## src/rtl/wb_arbiter_pkg.sv

```systemverilog
// Shared core types for the writeback arbiter.
// Holds register width, address width and the writeback request bundle.
package wb_arbiter_pkg;

    localparam int CORE_XLEN = 32;
    localparam int REG_AW    = 5;

    typedef struct packed {
        logic [REG_AW-1:0]    rd;
        logic [CORE_XLEN-1:0] data;
    } wb_req_t;

endpackage

```

## src/rtl/wb_fifo.sv

```systemverilog
// Mul/div result queue for the writeback arbiter.
// In-order FIFO with a per-entry destination match for hazard queries.
module wb_fifo
    import wb_arbiter_pkg::*;
#(
    parameter int DEPTH = 2
) (
    input  logic                     clk,
    input  logic                     rst,
    input  logic                     push,
    input  wb_req_t                  push_req,
    input  logic                     pop,
    output wb_req_t                  head_req,
    output logic                     full,
    output logic                     empty,
    output logic [$clog2(DEPTH):0]   count,
    input  logic [REG_AW-1:0]        match_addr,
    output logic                     match
);

    localparam int PW = $clog2(DEPTH);
    localparam int CW = PW + 1;

    wb_req_t       mem [DEPTH];
    logic [PW-1:0] head;
    logic [PW-1:0] tail;
    logic [CW-1:0] cnt;
    logic [PW-1:0] offs;
    logic          do_push;
    logic          do_pop;

    assign full     = (cnt == CW'(DEPTH));
    assign empty    = (cnt == '0);
    assign count    = cnt;
    assign head_req = mem[head];
    assign do_push  = push && !full;
    assign do_pop   = pop && !empty;

    // Pointers wrap naturally since DEPTH is a power of two.
    always_ff @(posedge clk or negedge rst) begin
        if (!rst) begin
            head <= '0;
            tail <= '0;
            cnt  <= '0;
        end else begin
            if (do_push) tail <= tail + PW'(1);
            if (do_pop)  head <= head + PW'(1);
            case ({do_push, do_pop})
                2'b10:   cnt <= cnt + CW'(1);
                2'b01:   cnt <= cnt - CW'(1);
                default: cnt <= cnt;
            endcase
        end
    end

    // Storage needs no reset; validity comes from head and count.
    always_ff @(posedge clk) begin
        if (do_push) mem[tail] <= push_req;
    end

    // An entry is live when its distance from head is below count.
    always_comb begin
        match = 1'b0;
        offs  = '0;
        for (int i = 0; i < DEPTH; i++) begin
            offs = PW'(i) - head;
            if ((CW'(offs) < cnt) && (mem[i].rd == match_addr))
                match = 1'b1;
        end
    end

endmodule

```

## src/rtl/wb_arbiter.sv

```systemverilog
// Writeback port arbiter between the ALU and the mul/div unit.
// ALU has priority; mul/div results wait in a small in-order queue.
module wb_arbiter
    import wb_arbiter_pkg::*;
#(
    parameter int XLEN  = CORE_XLEN,
    parameter int DEPTH = 2
) (
    input  logic              clk,
    input  logic              rst,
    input  logic              alu_valid,
    input  logic [4:0]        alu_rd,
    input  logic [XLEN-1:0]   alu_data,
    input  logic              md_valid,
    output logic              md_ready,
    input  logic [4:0]        md_rd,
    input  logic [XLEN-1:0]   md_data,
    input  logic [4:0]        hz_addr,
    output logic              hz_busy,
    output logic              w_en,
    output logic [4:0]        w_addr,
    output logic [XLEN-1:0]   w_data
);

    localparam int CW = $clog2(DEPTH) + 1;

    wb_req_t       push_req;
    wb_req_t       head_req;
    logic          accept;
    logic          push;
    logic          pop;
    logic          full;
    logic          empty;
    logic          fifo_match;
    logic [CW-1:0] count;

    assign md_ready = (count < CW'(DEPTH));
    assign accept   = md_valid && md_ready;
    assign push     = accept && (md_rd != '0) && !full;
    assign pop      = !alu_valid && !empty;

    assign push_req.rd   = md_rd;
    assign push_req.data = md_data;

    wb_fifo #(
        .DEPTH (DEPTH)
    ) u_fifo (
        .clk        (clk),
        .rst        (rst),
        .push       (push),
        .push_req   (push_req),
        .pop        (pop),
        .head_req   (head_req),
        .full       (full),
        .empty      (empty),
        .count      (count),
        .match_addr (hz_addr),
        .match      (fifo_match)
    );

    // Busy covers queued entries and a result being accepted right now.
    always_comb begin
        hz_busy = 1'b0;
        if (rst && (hz_addr != '0))
            hz_busy = fifo_match || (accept && (md_rd == hz_addr));
    end

    // Registered write port; address and data hold while idle.
    always_ff @(posedge clk or negedge rst) begin
        if (!rst) begin
            w_en   <= 1'b0;
            w_addr <= '0;
            w_data <= '0;
        end else if (alu_valid) begin
            w_en <= (alu_rd != '0);
            if (alu_rd != '0) begin
                w_addr <= alu_rd;
                w_data <= alu_data;
            end
        end else if (pop) begin
            w_en   <= 1'b1;
            w_addr <= head_req.rd;
            w_data <= head_req.data;
        end else begin
            w_en <= 1'b0;
        end
    end

endmodule

```

## config.mk

```make
export PLATFORM = sky130hd
export DESIGN_NAME = wb_arbiter
export DESIGN_NICKNAME = d
export VERILOG_FILES = /design/src/rtl/wb_arbiter_pkg.sv /design/src/rtl/wb_fifo.sv /design/src/rtl/wb_arbiter.sv
export SDC_FILE = /design/constraint.sdc
export NUM_CORES = 1
export LEC_CHECK = 0
export CORE_ASPECT_RATIO = 0.5
export CORE_UTILIZATION = 30
export DETAILED_ROUTE_END_ITERATION = 8
export REMOVE_ABC_BUFFERS = 1
export SYNTH_ARGS = -nofsm -noshare
export SYNTH_HDL_FRONTEND = slang
export SYNTH_SLANG_ARGS = --single-unit
```

## constraint.sdc

```tcl
create_clock -name clk -period 7.3 [get_ports clk]
set_input_delay 2.19 -clock clk [delete_from_list [all_inputs] [get_ports clk]]
set_output_delay 2.19 -clock clk [all_outputs]
set_load 0.02 [all_outputs]
```

* Word-level counts from Yosys, hierarchy flattened
Memory sizes are Yosys's and may differ from the RTL's.
Index checks and enable logic that the tools add are counted.
** Storage, ports and cells
- Register bits after elaboration :: 42
- Logic and storage cells :: 58
- Input bits :: 83
- Memory bits (writable) :: 74
- Memories kept :: 1
** Memories
- u_fifo.mem :: depth 2, width 37, read ports 3, clocked after Yosys merged registers in 0, write ports 1, line wb_fifo.sv:24 : wb_req_t mem [DEPTH];
** Cells by class
- Equality and inequality tests :: 7
- Reductions and logical operators :: 21
- Muxes and demuxes :: 14
- $lt $le $gt $ge :: 3
- Add/sub/neg operators :: 6
** Operators by type and width (count)
- two-way mux 32 bit :: 3
- == test 5 bit :: 3
- two-way mux 5 bit :: 3
- nonzero test 5 bit :: 3
- logical AND 1 bit :: 10
- two-way mux 1 bit :: 7
- == test 2 bit (second input constant) :: 2
- < comparator 1 x 2 -> 1 bit :: 2
- case mux 2 bit (2 select lines) :: 1
- nonzero test 2 bit :: 2
- logical NOT 1 bit :: 3
- adder 1 bit (second input constant) :: 2
- adder 2 x 1 -> 2 bit (second input constant) :: 1
- == test 2 x 1 -> 1 bit (second input constant) :: 1
- logical NOT 2 bit :: 1
- < comparator 2 bit (second input constant) :: 1
- inequality test 2 x 1 -> 1 bit (second input constant) :: 1
- AND reduction 2 bit :: 1
- subtractor 1 bit (first input constant) :: 2
- subtractor 2 x 1 -> 2 bit (second input constant) :: 1
- logical OR 1 bit :: 1

* Depth between registers and ports, before layout
Gate-level depths: netlist (run 1).
- Depth in word-level cells :: 7
- Gate-level depth with buffers :: 6
- Gate-level depth less buffers :: 6

* Hierarchy
A second synthesis (run 1) with hierarchy kept.
** Unflattened totals
- Cells, all modules :: 411
- Area, all modules :: 5230.0 µm²
** Modules (own cells, without submodules)
- wb_fifo :: instances 1, area an instance 2980.4 µm², cells an instance 150, seq. area each 2322.2 µm²
- wb_arbiter :: instances 1, area an instance 2249.7 µm², cells an instance 261, seq. area each 950.9 µm²

* Least setup slack after synthesis (run 1)
No wires, ideal clock.
- Kind :: input to output
- Start point :: input hz_addr[2]
- End point :: output hz_busy
- Slack :: 2.004 ns
- Path buffers :: 0
- Data required time :: 5.110 ns
- Arrival :: 3.106 ns
- Stages :: 4
- Cell sequence :: xor2_1 -> nor4_1 -> nand3_1 -> a31oi_1
** Between the ends
- Cells in the longest elaborated chain, start to end :: 6
- Elaborated cells on any way between the ends :: 12
** RTL lines
- start, declared :: line wb_arbiter.sv:18 : input logic [4:0] hz_addr,
- == test 5 bit :: line wb_fifo.sv:67 : if ((CW'(offs) < cnt) && (mem[i].rd == match_addr))
- logical AND 1 bit :: line wb_fifo.sv:67
- two-way mux 1 bit (2 in series) :: line wb_fifo.sv:67
- logical OR 1 bit :: line wb_arbiter.sv:65 : hz_busy = fifo_match || (accept && (md_rd == hz_addr));
- two-way mux 1 bit (*) :: line wb_arbiter.sv:64 : if (rst && (hz_addr != '0))
- end, declared :: line wb_arbiter.sv:19 : output logic hz_busy,
Mark *: on every way between the ends. The rest lies on a longest branch, timed or not.

* Worst setup path in the final report (run 1)
- Start point :: input hz_addr[1]
- End point :: output hz_busy
The elaborated chain is that of the path after synthesis.

==> impl_metrics.tcl, run 1 <==
set metrics [dict create \
    grt_setup_unrepaired "false" \
    tightest_slew_ps 1170 \
    track_usage 0.137 \
    power_mw 2.51 \
    finalSetupViolations 0 \
    timing.hold.ws_ps 472 \
    min_path_type "flip-flop to flip-flop" \
    crit_path_start_kind "input pin" \
    die_x_um 180 \
    drt_iter0_drc 140 \
    yosys_warnings 0 \
    fp.coreArea_um2 15400 \
    synth_cell_type_count 25 \
    post_cts_buffers 0 \
    finalWirelength_um 10600 \
    final-max-slew-violation-count 0 \
    crit_arrival_ps 4190 \
    syn2layout_area_growth_pct 42.5 \
    cap_violations 0 \
    synthCells 369 \
    setup_ws_ps 916 \
    io_buffer_count 122 \
    viasPerCell 4.43 \
    rows 32 \
    dp.final_hpwl_um 6900 \
    worstSetupEndpointType "output pin" \
    clkLatencyLatePin_ps 400 \
    path_class "input pin to output pin" \
    powerDensity_nw_per_um2 372 \
    fin_nets 578 \
    ir_worst_vdd_uv 161 \
    grt_pass1_wl_um 17000 \
    max_freq_mhz 157 \
    grt_start_max_net_pins 78 \
    cts.htree.levels 4 \
    status "finished, violations left" \
    ys_ff_latch 116 \
    antenna_cells 0 \
    wl_per_cell_um 14.9 \
    dieArea_um2 16300 \
    clock_path_buffers 2 \
    drtPass1Iterations 8 \
    clk_pin_slew_ps 50 \
    fin_crit_ps 6380 \
    fp.dieH_um 90.8 \
    antenna_found_initial 0 \
    synth.yosys.seq_area_share 0.692 \
    cts_tree "yes" \
    cp.required_ps 5110 \
    drive_above_1_share 0.0789 \
    cts_buffers 17 \
    syn_area_um2 4730 \
    hold_buffers 0 \
    post_cts_resized 0 \
    drc 2 \
    ioPinCount 123 \
    grt_pass1_vias 3173 \
    violations "DRC" \
    tns_ps 0 \
    clock_skew_ps 8.95 \
    leakage_nw 2.52 \
    place_ws_ps 953 \
    hold_depth 2 \
    place_congestion 0.760 \
    vias 3149 \
    cts_sinks 116 \
    initial_core_util 0.307 \
    worstPathMaxFanout 4 \
    timing.final.crit_share 0.875 \
    maxSlewHeadroom 0.220 \
    avgSynthCellArea_um2 12.8 \
    root_buffer "clkbuf_16" \
    hold_viol_final 0 \
    overflow 0 \
    ant_nets 0 \
    r2r_cells 3 \
]
==> cell families (layout without fill, tap and decap cells) <==
kind of cell    Yosys count  after routing  share of synthesized area
compound gates           81             81                     0.0891
xor+xnor                 20             20                     0.0370
fa+ha+maj                 1              1                    0.00264
buf+inv                  25            163                     0.0251
flops                   116            116                      0.692
mux                      37             37                     0.0782
simple gates             89             89                     0.0764
==> report_power, final <==
group          total [mW]  switching, mW  internal, mW  leakage [nW]
Clock               0.844          0.280         0.563         0.293
Combinational       0.721          0.395         0.326          1.05
Sequential          0.947         0.0705         0.876          1.18
Total                2.51          0.746          1.77          2.52
==> final cells by class <==
cell class	count	area [um^2]
Clock buffer	19	433
Tap cell	204	255
Inverter	4	15.0
Sequential cell	116	3270
Clock inverter	13	164
Timing Repair Buffer	127	1250
Multi-Input combinational cell	228	1360
Fill cell	1404	8670
==> cells in the final DEF (no fill, tap or decap), types with 4 or more instances in the layout <==
| cell type | instances |
|---|---|
| xor2_1 | 12 |
| bufinv_16 | 4 |
| o21ai_0 | 27 |
| clkinv_2 | 5 |
| buf_4 | 5 |
| o21ai_1 | 12 |
| dfrtp_1 | 41 |
| nand2_1 | 37 |
| inv_1 | 4 |
| nor2_1 | 39 |
| a21oi_1 | 39 |
| edfxtp_1 | 74 |
| xnor2_1 | 8 |
| clkbuf_16 | 17 |
| mux2i_1 | 37 |
| clkdlybuf4s50_1 | 120 |
==> worst max-delay path: stages <==
cell and delay (ps):
clkdlybuf4s50_1 510, xor2_1 210, nor4_1 350, nand3_1 120
a31oi_1 170, clkdlybuf4s50_1 630
==> path summary, 6_finish.rpt <==
path	startpoint	endpoint	slack, ps
worst min register to register	w_data[28]$_DFFE_PN0P_	w_data[28]$_DFFE_PN0P_	470
worst max register to register	u_fifo.count[1]$_DFFE_PN0P_	u_fifo.mem[1][27]$_DFFE_PP_	5170
min in group asynchronous	rst	w_data[26]$_DFFE_PN0P_	1960
worst min-delay path	w_data[28]$_DFFE_PN0P_	w_data[28]$_DFFE_PN0P_	470
max in group asynchronous	rst	u_fifo.head$_DFFE_PN0P_	4920
worst max-delay path	hz_addr[1]	hz_busy	920
==> flip-flops by register name (all words and copies together) (netlist names) <==
name          flops
u_fifo.count      2
w_addr            5
u_fifo.head       1
w_en              1
w_data           32
u_fifo.mem       74
u_fifo.tail       1
==> layer usage <==
| metal | vias to the layer above | track usage | share of wire |
|---|---|---|---|
| li1 | 1571 | - | - |
| met1 | 1526 | 0.166 | 0.45 |
| met2 | 41 | 0.233 | 0.51 |
| met3 | 11 | 0.0331 | 0.025 |
| met4 | 0 | 0.0668 | 0.012 |
| met5 | - | 0 | 0 |
==> stage by stage <==
stage	utilization	area [um^2]	instances
after floorplan	-	4630	348
after global routing	0.438	6750	711
after detailed placement	0.399	6150	679
after CTS	0.438	6750	711
after global placement	0.399	6150	679
final	0.438	6750	711
==> synth_stat cells (all sizes together) <==
cell type | number | share of area
edfxtp | 74 | 0.47
buf | 15 | 0.017
nand3 | 3 | 0.0032
a31o | 1 | 0.0019
a21oi | 39 | 0.041
xor2 | 12 | 0.022
mux2i | 37 | 0.078
dfrtp | 42 | 0.22
clkbuf | 6 | 0.0048
nand2 | 37 | 0.029
ha | 1 | 0.0026
a31oi | 1 | 0.0013
o21ai | 40 | 0.045
nor2 | 41 | 0.033
xnor2 | 8 | 0.015
nor3 | 2 | 0.0021
or4 | 2 | 0.0040
nor2b | 1 | 0.0013
nor4 | 3 | 0.0040
inv | 4 | 0.0032
(Power assumes the default switching activity.)
==> inputs of run 2 (changes only) <==
--- a/config.mk
+++ b/config.mk
@@ -7,6 +7,7 @@
 export LEC_CHECK = 0
 export CORE_ASPECT_RATIO = 0.5
 export CORE_UTILIZATION = 30
+export CTS_BUF_LIST = sky130_fd_sc_hd__clkbuf_4
 export DETAILED_ROUTE_END_ITERATION = 8
 export REMOVE_ABC_BUFFERS = 1
 export SYNTH_ARGS = -nofsm -noshare
==> run 2 against run 1 <==
Effect of this change:
- the flow still finishes with violations (DRC)
- clock-buffer cell count unchanged
- flip-flop and latch count unchanged
- clock power down 40%
- first-iteration DRC count down 19%
- sequential share of layout area up 2.2 points
- largest cell class unchanged
==> impl_metrics.tcl, run 2 (synthesis results as in run 1) <==
set metrics [dict create \
    cts_tree "yes" \
    reg.largest.list "u_fifo.mem: 74 flops, w_data: 32 flops, w_addr: 5 flops" \
    powerDensity_nw_per_um2 336 \
    seq_power_share 0.435 \
    tightest_slew_ps 1170 \
    cts.htree.levels 4 \
    clkLatencyLatePin_ps 490 \
    fill_cells 1434 \
    hold_viol_final 0 \
    ir_worst_vdd_uv 98.8 \
    crit_path_start_kind "input pin" \
    status "finished, violations left" \
    clock_path_buffers 2 \
    largest_reg_flops 74 \
    reg2reg_slack_ps 5160 \
    layout_common_cells "clkdlybuf4s50_1 (120), edfxtp_1 (74), dfrtp_1 (41)" \
    drtPass1Iterations 8 \
    p_int_mw 1.47 \
    antenna_found_initial 0 \
    multi_input_area_um2 1360 \
    finalSetupViolations 0 \
    hold_start "w_data[28]$_DFFE_PN0P_" \
    tns_ps 0 \
    layout_commonest_cell "clkdlybuf4s50_1" \
    clock_skew_ps 14.3 \
    post_cts_resized 0 \
    grt_start_max_net_pins 78 \
    hold_buffers 0 \
    power_mw 2.17 \
    vias 3156 \
    ant_nets 0 \
    r2r_cells 3 \
    path_class "input pin to output pin" \
    min_path_type "flip-flop to flip-flop" \
    timing.rr.start "u_fifo.count[1]$_DFFE_PN0P_" \
    violations "DRC" \
    dieArea_um2 16300 \
    crit_arrival_ps 4200 \
    final-max-slew-violation-count 0 \
    place_congestion 0.760 \
    hold_depth 2 \
    drive_above_1_share 0.0828 \
    grt_setup_unrepaired "false" \
    viasPerCell 4.44 \
    max_flop_register "u_fifo.mem" \
    cap_violations 0 \
    fp.dieH_um 90.8 \
    overflow 0 \
    track_usage 0.133 \
    grt_pass1_vias 3112 \
    cp.required_ps 5110 \
    ioPinCount 123 \
    worstSetupEndpointType "output pin" \
    worstPathMaxFanout 4 \
    timing.final.crit_share 0.875 \
    root_buffer "clkbuf_4" \
    syn2layout_area_growth_pct 36.4 \
    io_buffer_count 122 \
    switching_share 0.321 \
    maxSlewHeadroom 0.216 \
    netSwitchingPower_uw 697 \
    wl_per_cell_um 14.7 \
    rows 32 \
    cts_sinks 116 \
    fp.coreArea_um2 15400 \
    max_freq_mhz 157 \
    drc 2 \
    clk_pin_slew_ps 90 \
    initial_core_util 0.307 \
    drt_iter0_drc 113 \
    combPwrFrac 0.332 \
    leakage_nw 2.40 \
    cts_buffers 17 \
    die_x_um 180 \
    grt_pass1_wl_um 16600 \
    finalWirelength_um 10500 \
    dp.final_hpwl_um 6900 \
    antenna_cells 0 \
    fin_crit_ps 6390 \
    post_cts_buffers 0 \
    p_clk_frac 0.233 \
    hold-path-endpoint "w_data[28]$_DFFE_PN0P_" \
    seqCellArea_um2 3270 \
    fin_nets 578 \
    r2r_end "u_fifo.mem[1][27]$_DFFE_PP_" \
]
[run 2: cell counts in the layout (fill, tap and decap cells not counted)]
Identical to the previous run, type by type.
[run 2: worst max path at each step]
stage,start,to,slack (ps),cells past startpoint
6_report,hz_addr[1],hz_busy,910,6
5_1_grt,hz_addr[1],hz_busy,820,6
4_1_cts,hz_addr[1],hz_busy,950,6
3_5_place_dp,hz_addr[1],hz_busy,950,6
3_3_place_gp,md_rd[4],hz_busy,1000,6
2_1_floorplan,hz_addr[2],hz_busy,2000,4
[run 2: layer usage]
metal	vias up	routed length, um	part of all wire	track usage
met5	-	0	0	0
met1	1532	4740	0.45	0.165
met2	39	5390	0.51	0.227
li1	1576	-	-	-
met3	9	253	0.024	0.0331
met4	0	99	0.0094	0.0474
[run 2: area by class of cell]
cell class	instances	area share
sequential	116	0.507
multi-input combinational	228	0.210
timing repair buffer	127	0.193
tap	204	0.0395
clock inverter	13	0.0254
clock buffer	19	0.0221
inverter	4	0.00233
[run 2: critical path, cell delays in order]
cell	delay [ps]
clkdlybuf4s50_1	520
xor2_1	210
nor4_1	350
nand3_1	120
a31oi_1	170
clkdlybuf4s50_1	630
[run 2: power by group through the flow]
stage | clock [mW] | sequential (mW) | combinational, mW
after floorplan | 0 | 1.09 | 0.274
after global placement | 0 | 0.957 | 0.726
after detailed placement | 0 | 0.961 | 0.733
after CTS | 0.522 | 0.946 | 0.736
after global routing | 0.551 | 0.961 | 0.787
final | 0.505 | 0.943 | 0.721
[run 2: metrics by stage]
| step | hold WS [ps] | utilization | cells | worst slack (ps) | instance area (um^2) |
|---|---|---|---|---|---|
| after floorplan | 467 | - | 348 | 2000 | 4630 |
| after global placement | 461 | 0.399 | 679 | 996 | 6150 |
| after detailed placement | 469 | 0.399 | 679 | 953 | 6150 |
| after CTS | 490 | 0.419 | 711 | 946 | 6460 |
| after global routing | 515 | 0.419 | 711 | 816 | 6460 |
| final | 481 | 0.419 | 711 | 915 | 6460 |
==> inputs of run 3 (changes only) <==
--- a/config.mk
+++ b/config.mk
@@ -5,10 +5,10 @@
 export SDC_FILE = /design/constraint.sdc
 export NUM_CORES = 1
 export LEC_CHECK = 0
-export CORE_ASPECT_RATIO = 0.5
-export CORE_UTILIZATION = 30
+export CORE_UTILIZATION = 54
 export CTS_BUF_LIST = sky130_fd_sc_hd__clkbuf_4
 export DETAILED_ROUTE_END_ITERATION = 8
+export PLACE_DENSITY = 0.87
 export REMOVE_ABC_BUFFERS = 1
 export SYNTH_ARGS = -nofsm -noshare
 export SYNTH_HDL_FRONTEND = slang
==> run 3 against run 2 <==
Effect of this change:
- the run now ends clean
- combinational power shrank 7.9%
- setup slack lost 57 ps
- routed wire length shrank 5.6%
- via count grew 2.7%
- register-to-register slack lost 60 ps
- clock power shrank 2%
- non-clock buffer count shrank 2
- final cell count shrank 14%
- final area shrank 2.1%
- clock-buffer cell count shrank 2
- critical path depth is the same
- die area shrank 44%
- largest power group unchanged
==> impl_metrics.tcl, run 3 (synthesis results as in run 1) <==
set metrics [dict create \
    hold_viol_final 0 \
    multi_input_area_um2 1360 \
    rows 33 \
    stdcell_count 610 \
    max_flop_register "u_fifo.mem" \
    post_cts_buffers 0 \
    setup_ws_ps 858 \
    placed_area_um2 6010 \
    grt_pass1_vias 3371 \
    tns_ps 0 \
    layout_commonest_cell "clkdlybuf4s50_1" \
    cts_sinks 116 \
    timing.final.crit_share 0.883 \
    top_usage_layer "met2" \
    initial_core_util 0.568 \
    ir_worst_vdd_uv 237 \
    fin_nets 576 \
    crit_path_start "hz_addr[4]" \
    finalSetupViolations 0 \
    drtPass1Iterations 4 \
    wl_per_cell_um 16.2 \
    place_inst 578 \
    drt_iter0_drc 164 \
    max_freq_mhz 155 \
    cts_buffers 17 \
    ioPinCount 123 \
    maxSlewHeadroom 0.240 \
    cap_violations 0 \
    antenna_cells 0 \
    grt_util_met3 0.0853 \
    overflow 0 \
    io_buffer_count 122 \
    timing.hold.ws_ps 489 \
    drc 0 \
    antenna_found_initial 0 \
    cp.required_ps 5110 \
    grt_start_max_net_pins 78 \
    crit_end "hz_busy" \
    leakage_nw 2.37 \
    grtUsageMet1 0.282 \
    grt_setup_unrepaired "false" \
    layout_common_cells "clkdlybuf4s50_1 (120), edfxtp_1 (74), dfrtp_1 (41)" \
    crit_arrival_ps 4250 \
    min_path_type "flip-flop to flip-flop" \
    hold_buffers 0 \
    seqCellArea_um2 3270 \
    largest_reg_flops 74 \
    clock_skew_ps 20.8 \
    track_usage 0.236 \
    path_class "input pin to output pin" \
    viasPerCell 5.31 \
    powerDensity_nw_per_um2 342 \
    grt_pass1_wl_um 15800 \
    fill_cells 533 \
    clock_path_buffers 2 \
    worstPathMaxFanout 4 \
    dp.final_hpwl_um 6510 \
    design_area_um2 6320 \
    r2r_end "u_fifo.mem[0][11]$_DFFE_PP_" \
    use_met2 0.383 \
    tightest_slew_ps 1140 \
    vias 3241 \
    drive_above_1_share 0.0812 \
    syn2layout_area_growth_pct 33.5 \
    ant_nets 0 \
    die_x_um 95.6 \
    cts_tree "yes" \
    place_ws_ps 917 \
    cts.htree.levels 4 \
    finalWirelength_um 9900 \
    reg.largest.list "u_fifo.mem: 74 flops, w_data: 32 flops, w_addr: 5 flops" \
    crit_path_start_kind "input pin" \
    fp.coreArea_um2 8340 \
    status "complete, no violations" \
    place_congestion 0.904 \
    fp.dieH_um 95.6 \
    dieArea_um2 9140 \
    root_buffer "clkbuf_4" \
    clk_pin_slew_ps 90 \
    reg2reg_slack_ps 5100 \
    fin_crit_ps 6440 \
    timing.rr.start "u_fifo.count[1]$_DFFE_PN0P_" \
    final-max-slew-violation-count 0 \
    post_cts_resized 0 \
    worstSetupEndpointType "output pin" \
    clkLatencyLatePin_ps 490 \
    r2r_cells 3 \
]
[run 3: final cells by class]
class	instances	area share
clock buffers	17	0.0202
clock inverters	15	0.0285
inverters	4	0.00238
multi-input cells	228	0.215
flip-flops and latches	116	0.518
well taps	105	0.0208
repair buffers	125	0.195
[run 3: where the power goes]
| part | switching, mW | total [mW] | internal [mW] |
|---|---|---|---|
| clock network | 0.253 | 0.494 | 0.240 |
| logic | 0.339 | 0.664 | 0.325 |
| registers | 0.129 | 1.00 | 0.873 |
| total | 0.720 | 2.16 | 1.44 |
[run 3: critical path, stage by stage]
cell             delay (ps)
clkdlybuf4s50_1         510
xor2_1                  190
nor4_1                  310
nand3_1                 140
a31oi_1                 260
clkdlybuf4s50_1         650
[run 3: how the worst min path moves through the flow]
stage                                  from                      end  depth (start not counted)
detailed placement    w_addr[0]$_DFFE_PN0P_    w_addr[0]$_DFFE_PN0P_                          2
global placement      w_addr[2]$_DFFE_PN0P_    w_addr[2]$_DFFE_PN0P_                          2
floorplan           u_fifo.tail$_DFFE_PN0P_  u_fifo.tail$_DFFE_PN0P_                          1
CTS                   w_addr[0]$_DFFE_PN0P_    w_addr[0]$_DFFE_PN0P_                          2
finish                w_addr[0]$_DFFE_PN0P_    w_addr[0]$_DFFE_PN0P_                          2
global route          w_addr[4]$_DFFE_PN0P_    w_addr[4]$_DFFE_PN0P_                          2
[run 3: per-stage QoR]
stage / utilization / total power, mW
after global routing: 0.758 / 2.28
final: 0.758 / 2.16
after floorplan: - / 1.36
after detailed placement: 0.721 / 1.68
after global placement: 0.721 / 1.66
after CTS: 0.758 / 2.18
[run 3: layer usage]
layer | vias up | share of wire | wire length [um]
li1 | 1570 | - | -
met1 | 1541 | 0.41 | 4100
met2 | 111 | 0.50 | 4980
met3 | 19 | 0.066 | 653
met4 | 0 | 0.018 | 174
met5 | - | 0 | 0
